**src/rtl/simon_control_pkg.sv**
```systemverilog
// Shared definitions for the Simon game controller and its datapath.
// Holds the FSM state encoding and the mode LED patterns shown for each
// state, so the controller, datapath and top level all agree on them.
package simon_control_pkg;

  typedef enum logic [1:0] {
    ST_INPUT    = 2'd0,
    ST_PLAYBACK = 2'd1,
    ST_REPEAT   = 2'd2,
    ST_DONE     = 2'd3
  } state_e;

  localparam logic [2:0] LED_INPUT    = 3'b001;
  localparam logic [2:0] LED_PLAYBACK = 3'b010;
  localparam logic [2:0] LED_REPEAT   = 3'b100;
  localparam logic [2:0] LED_DONE     = 3'b111;

  // Mode LED pattern for a given state.
  function automatic logic [2:0] state_leds(input state_e st);
    case (st)
      ST_INPUT:    state_leds = LED_INPUT;
      ST_PLAYBACK: state_leds = LED_PLAYBACK;
      ST_REPEAT:   state_leds = LED_REPEAT;
      default:     state_leds = LED_DONE;
    endcase
  endfunction

endpackage

```
**src/rtl/simon_control_if.sv**
```systemverilog
// Control/status bundle between the Simon controller and its datapath.
//   Status (datapath -> controller): pattern_valid, index_lt_count,
//     pattern_eq_mem.
//   Control (controller -> datapath): count_cnt, count_clr, index_cnt,
//     index_clr, disp_mem, w_en, load_level, mode_leds[2:0].
// master = controller side, slave = datapath side.
interface simon_control_if;

  logic       pattern_valid;
  logic       index_lt_count;
  logic       pattern_eq_mem;

  logic       count_cnt;
  logic       count_clr;
  logic       index_cnt;
  logic       index_clr;
  logic       disp_mem;
  logic       w_en;
  logic       load_level;
  logic [2:0] mode_leds;

  modport master (
    input  pattern_valid, index_lt_count, pattern_eq_mem,
    output count_cnt, count_clr, index_cnt, index_clr,
           disp_mem, w_en, load_level, mode_leds
  );

  modport slave (
    output pattern_valid, index_lt_count, pattern_eq_mem,
    input  count_cnt, count_clr, index_cnt, index_clr,
           disp_mem, w_en, load_level, mode_leds
  );

endinterface

```
**src/rtl/simon_control.sv**
```systemverilog
// Simon game controller FSM: INPUT -> PLAYBACK -> REPEAT -> (INPUT | DONE).
// Strobes are combinational from the current state, rst and the status
// inputs, so the datapath acts on them in the same cycle.
// Ports:
//   clk  - sole clock, rising edge
//   rst  - synchronous active-high reset; returns the FSM to INPUT and
//          forces the clear/load strobes while held
//   bus  - simon_control_if.master carrying status in and strobes out
module simon_control
  import simon_control_pkg::*;
(
  input  logic              clk,
  input  logic              rst,
  simon_control_if.master   bus
);

  state_e state_q, state_d;

  logic count_cnt, count_clr, index_cnt, index_clr;
  logic disp_mem, w_en, load_level;

  // State register (power-up state is left undefined until the first reset)
  always_ff @(posedge clk) begin
    if (rst) state_q <= ST_INPUT;
    else     state_q <= state_d;
  end

  always_comb begin
    state_d    = state_q;
    count_cnt  = 1'b0;
    count_clr  = 1'b0;
    index_cnt  = 1'b0;
    index_clr  = 1'b0;
    disp_mem   = 1'b0;
    w_en       = 1'b0;
    load_level = 1'b0;

    case (state_q)
      ST_INPUT: begin
        if (bus.pattern_valid) begin
          w_en      = 1'b1;
          index_clr = 1'b1;
          state_d   = ST_PLAYBACK;
        end
      end
      ST_PLAYBACK: begin
        disp_mem = 1'b1;
        if (bus.index_lt_count) begin
          index_cnt = 1'b1;
        end else begin
          index_clr = 1'b1;
          state_d   = ST_REPEAT;
        end
      end
      ST_REPEAT: begin
        if (!bus.pattern_eq_mem) begin
          // A wrong entry ends the game; restart the index for the replay.
          index_clr = 1'b1;
          state_d   = ST_DONE;
        end else if (bus.index_lt_count) begin
          index_cnt = 1'b1;
        end else begin
          // Whole sequence matched: grow the level and take a new entry.
          count_cnt = 1'b1;
          state_d   = ST_INPUT;
        end
      end
      ST_DONE: begin
        // Replay the stored sequence endlessly until reset.
        disp_mem = 1'b1;
        if (bus.index_lt_count) index_cnt = 1'b1;
        else                    index_clr = 1'b1;
      end
      default: state_d = ST_INPUT;
    endcase

    // Reset overrides every strobe regardless of state or inputs.
    if (rst) begin
      count_cnt  = 1'b0;
      count_clr  = 1'b1;
      index_cnt  = 1'b0;
      index_clr  = 1'b1;
      disp_mem   = 1'b0;
      w_en       = 1'b0;
      load_level = 1'b1;
    end
  end

  assign bus.count_cnt  = count_cnt;
  assign bus.count_clr  = count_clr;
  assign bus.index_cnt  = index_cnt;
  assign bus.index_clr  = index_clr;
  assign bus.disp_mem   = disp_mem;
  assign bus.w_en       = w_en;
  assign bus.load_level = load_level;
  assign bus.mode_leds  = state_leds(state_q);

endmodule

```
**src/flat_wrapper.sv**
```systemverilog
// flat-port wrapper written by rule: the top's interface ports become plain ports
module simon_control_flat import simon_control_pkg::*;
  (clk, rst, bus_pattern_valid, bus_index_lt_count, bus_pattern_eq_mem, bus_count_cnt, bus_count_clr, bus_index_cnt, bus_index_clr, bus_disp_mem, bus_w_en, bus_load_level, bus_mode_leds);
  simon_control_if bus_i ();
  input  logic clk;
  input  logic rst;
  input wire logic [$bits(bus_i.pattern_valid)-1:0] bus_pattern_valid;
  input wire logic [$bits(bus_i.index_lt_count)-1:0] bus_index_lt_count;
  input wire logic [$bits(bus_i.pattern_eq_mem)-1:0] bus_pattern_eq_mem;
  output wire logic [$bits(bus_i.count_cnt)-1:0] bus_count_cnt;
  output wire logic [$bits(bus_i.count_clr)-1:0] bus_count_clr;
  output wire logic [$bits(bus_i.index_cnt)-1:0] bus_index_cnt;
  output wire logic [$bits(bus_i.index_clr)-1:0] bus_index_clr;
  output wire logic [$bits(bus_i.disp_mem)-1:0] bus_disp_mem;
  output wire logic [$bits(bus_i.w_en)-1:0] bus_w_en;
  output wire logic [$bits(bus_i.load_level)-1:0] bus_load_level;
  output wire logic [$bits(bus_i.mode_leds)-1:0] bus_mode_leds;
  assign bus_i.pattern_valid = bus_pattern_valid;
  assign bus_i.index_lt_count = bus_index_lt_count;
  assign bus_i.pattern_eq_mem = bus_pattern_eq_mem;
  assign bus_count_cnt = bus_i.count_cnt;
  assign bus_count_clr = bus_i.count_clr;
  assign bus_index_cnt = bus_i.index_cnt;
  assign bus_index_clr = bus_i.index_clr;
  assign bus_disp_mem = bus_i.disp_mem;
  assign bus_w_en = bus_i.w_en;
  assign bus_load_level = bus_i.load_level;
  assign bus_mode_leds = bus_i.mode_leds;
  simon_control u_core (.clk(clk), .rst(rst), .bus(bus_i));
endmodule
```
**config.mk**
```make
export PLATFORM = sky130hd
export DESIGN_NAME = simon_control_flat
export DESIGN_NICKNAME = d
export VERILOG_FILES = /design/src/rtl/simon_control_pkg.sv /design/src/rtl/simon_control_if.sv /design/src/rtl/simon_control.sv /design/src/flat_wrapper.sv
export SDC_FILE = /design/constraint.sdc
export NUM_CORES = 1
export LEC_CHECK = 0
export CORE_AREA = 3 3 40 42
export DETAILED_ROUTE_END_ITERATION = 8
export DIE_AREA = 0 0 43 45
export GPL_ROUTABILITY_DRIVEN = 0
export MAX_ROUTING_LAYER = met4
export PLACE_DENSITY = 0.57
export SYNTH_ARGS = -nofsm -noshare
export SYNTH_HDL_FRONTEND = slang
export SYNTH_SLANG_ARGS = --single-unit
```
**constraint.sdc**
```tcl
create_clock -name clk -period 1.58 [get_ports clk]
set_input_delay 0.237 -clock clk [delete_from_list [all_inputs] [get_ports clk]]
set_output_delay 0.237 -clock clk [all_outputs]
set_load 0.01 [all_outputs]
```
==> reports/metrics.cfg <==
[outcome]
outcome=finished, violations left
violations=negative setup slack

[global_routing]
grtUsageTotal_pct=12.5
grt_pass1_wl_um=1770
grt_max_degree=5
grt_pass1_vias=399
grt_overflow=0
antenna_found_initial=0

[critical_path]
crit_type=flop to output pin
arrival_ps=1510
rr_worst_depth=6
reg2reg_to=u_core.state_q[0]
cp-end-kind=output pin
worst_ep_required_time_ps=1340
critPathLaunchType=flop
critPathMaxFanout=4
ff2ff_setup_slack_ps=40
critPathLaunch=u_core.state_q[0]
rr_startpoint=u_core.state_q[0]

[timing]
rsz0062_at_grt=yes
post-route-min-period_ps=1750
setup-violations-final=5
final.setup.tns_ps=-421
hold_viol=0
final.setup_skew_ps=1.29
worst-slew-pin-transition_ps=265
finalCritPeriodShare_pct=111
max_slew_margin_pct=82.3
setup_slack_ps=-170
drv_slew=0
max_clock_freq_mhz=572

[worst_hold_path]
holdPathStages=3
hold_end=u_core.state_q[1]
min_from=u_core.state_q[1]
min_path_type=flop to flop

[drt]
num_vias=393
finalWirelength_um=1130
wire_per_inst_um=12.6
drt_iter0_drc=3
drc=0
first_pass_iters=4
antenna_left=0
viasPerCell=4.37

[power]
switching_share_pct=39.1
irDropWorstVdd_mv=0.768
pwr-share-seq_pct=11.5
p_per_area_mw_per_mm2=1260
p_comb_share_pct=75.5
p_leak_uw=0.000354
p_int_uw=540
pwr-share-clk_pct=13.1
switching_power_uw=346

[layout]
area_growth_pct=114
max_flop_register=u_core.state_q
nets=89
drive_gt1_share_pct=64.0
largest_register_ffs=2
antenna_cells=0
ff_latch_area_um2=47.5
multi_input_area_um2=308
fill_cells=121
reg_top3=u_core.state_q (2)

[clock_network]
clock_path_buffers=2
cts_max_level=1
clk_latency_ps=220
cts.sink_count=2
cts_tree=built
cts.clk_slew.worst_paths_ps=30
clockRootBuffer=clkbuf_4
cts-buffers-inserted=3

[placement]
pre_cts_ws_ps=-537
port_buffers=14
dp_hpwl_um=744

[floorplan]
core_area_mm2=0.00128
num_rows=13
die-area_mm2=0.00194
die_h_um=45
pin_count=15
dieWidth_um=43
start_util_pct=25.5

[synthesis]
synthCells=40
synth.yosys.warnings=0
ys_seq_area_share_pct=12.2
netlist.area_leader.share_pct=26.7
yosysTopAreaCell=ha_1
synth_nets=52
synth_seq_cells=2
synthTopCellsByArea=ha_1, dfxtp_1, inv_1, a221oi_4, mux2i_1
avgSynthCellArea_um2=8.20
synthesis.area_um2=328
ys_types=18

[flow_run]
drv_cap=0

==> stage by stage <==
stage          utilization [%]  area [um2]  hold slack (ps)  cells  total power, uW
3_3_place_gp              45.6         586              632     82              600
5_1_grt                   54.5         701              677     90              962
4_1_cts                   52.4         673              624     89              819
6_report                  54.5         701              656     90              886
3_5_place_dp              45.6         586              633     82              600
2_1_floorplan                -         329              445     40              333
==> layout by cell type, fill, tap and decap left out, drive strengths merged <==
cell type and instances:
a21o 2, clkbuf 5, a2111oi 1, nand3 1
dfxtp 2, and3 1, or2 1, o211ai 1
buf 26, o221ai 1, mux2i 2, dlygate4sd2 1
and2b 1, nand2 4, nor2 2, clkdlybuf4s50 5
inv 9, and4 1, nand2b 1, a221oi 1
ha 7
==> how the worst max path moves through the flow <==
stage	to	cells past startpoint
2_1_floorplan	bus_index_cnt	4
4_1_cts	bus_index_cnt	6
3_3_place_gp	bus_index_cnt	4
5_1_grt	bus_index_cnt	6
3_5_place_dp	bus_index_cnt	4
6_report	bus_index_cnt	6
==> kinds of logic after synthesis <==
| kind of cell | after synthesis | synth area share [%] |
|---|---|---|
| AND/OR/NAND/NOR | 12 | 19.8 |
| buffers and inverters | 11 | 14.9 |
| adder cells (fa/ha/maj) | 7 | 26.7 |
| AO/OA/AOI/OAI | 6 | 20.2 |
| multiplexers | 2 | 6.11 |
| flip-flops | 2 | 12.2 |
==> repair_timing <==
item	4_1_cts	5_1_grt
endpoints found under the setup margin	12	9
hold endpoints to repair	0	0
hold buffers	0	0
cloned	0	0
gates resized for setup	43	13
buffers inserted	4	2
pin swaps	2	3
==> synth_stat cells <==
cell and count:
a2111oi_0 1, a21o_1 2, a221oi_4 1, and2b_2 1
and3_1 1, and4_2 1, buf_4 2, dfxtp_1 2
ha_1 7, inv_1 9, mux2i_1 2, nand2_1 4
nand2b_1 1, nand3_1 1, nor2_1 2, o211ai_1 1
o221ai_1 1, or2_2 1
==> routing by layer <==
metal / routed length (um) / GRT usage (%)
met1: 413 / 13.9
met2: 644 / 23.1
met3: 73 / 0.797
met4: 0 / 5.42
met5: 0 / -
==> area by class of cell <==
| type | instances | share of cell area, % |
|---|---|---|
| multi-input combinational | 27 | 43.9 |
| timing repair buffer | 34 | 38.6 |
| sequential | 2 | 6.79 |
| inverter | 9 | 4.82 |
| clock buffer | 3 | 3.21 |
| tap | 15 | 2.68 |
==> power groups by stage <==
stage	Sequential, uW	Clock (uW)	Combinational, uW
after floorplan	82.8	0	250
after global placement	82.5	0	517
after detailed placement	82.2	0	518
after CTS	89.2	118	612
after global routing	105	128	728
final	101	116	669
==> worst max-delay path: stages, from the launching register on <==
cell and delay [ps]:
dfxtp_4 370, buf_6 100, ha_4 130, nor2_4 40, buf_6 110, a2111oi_4 340
buf_2 190
Note: power is estimated with default switching activity, not from simulation.
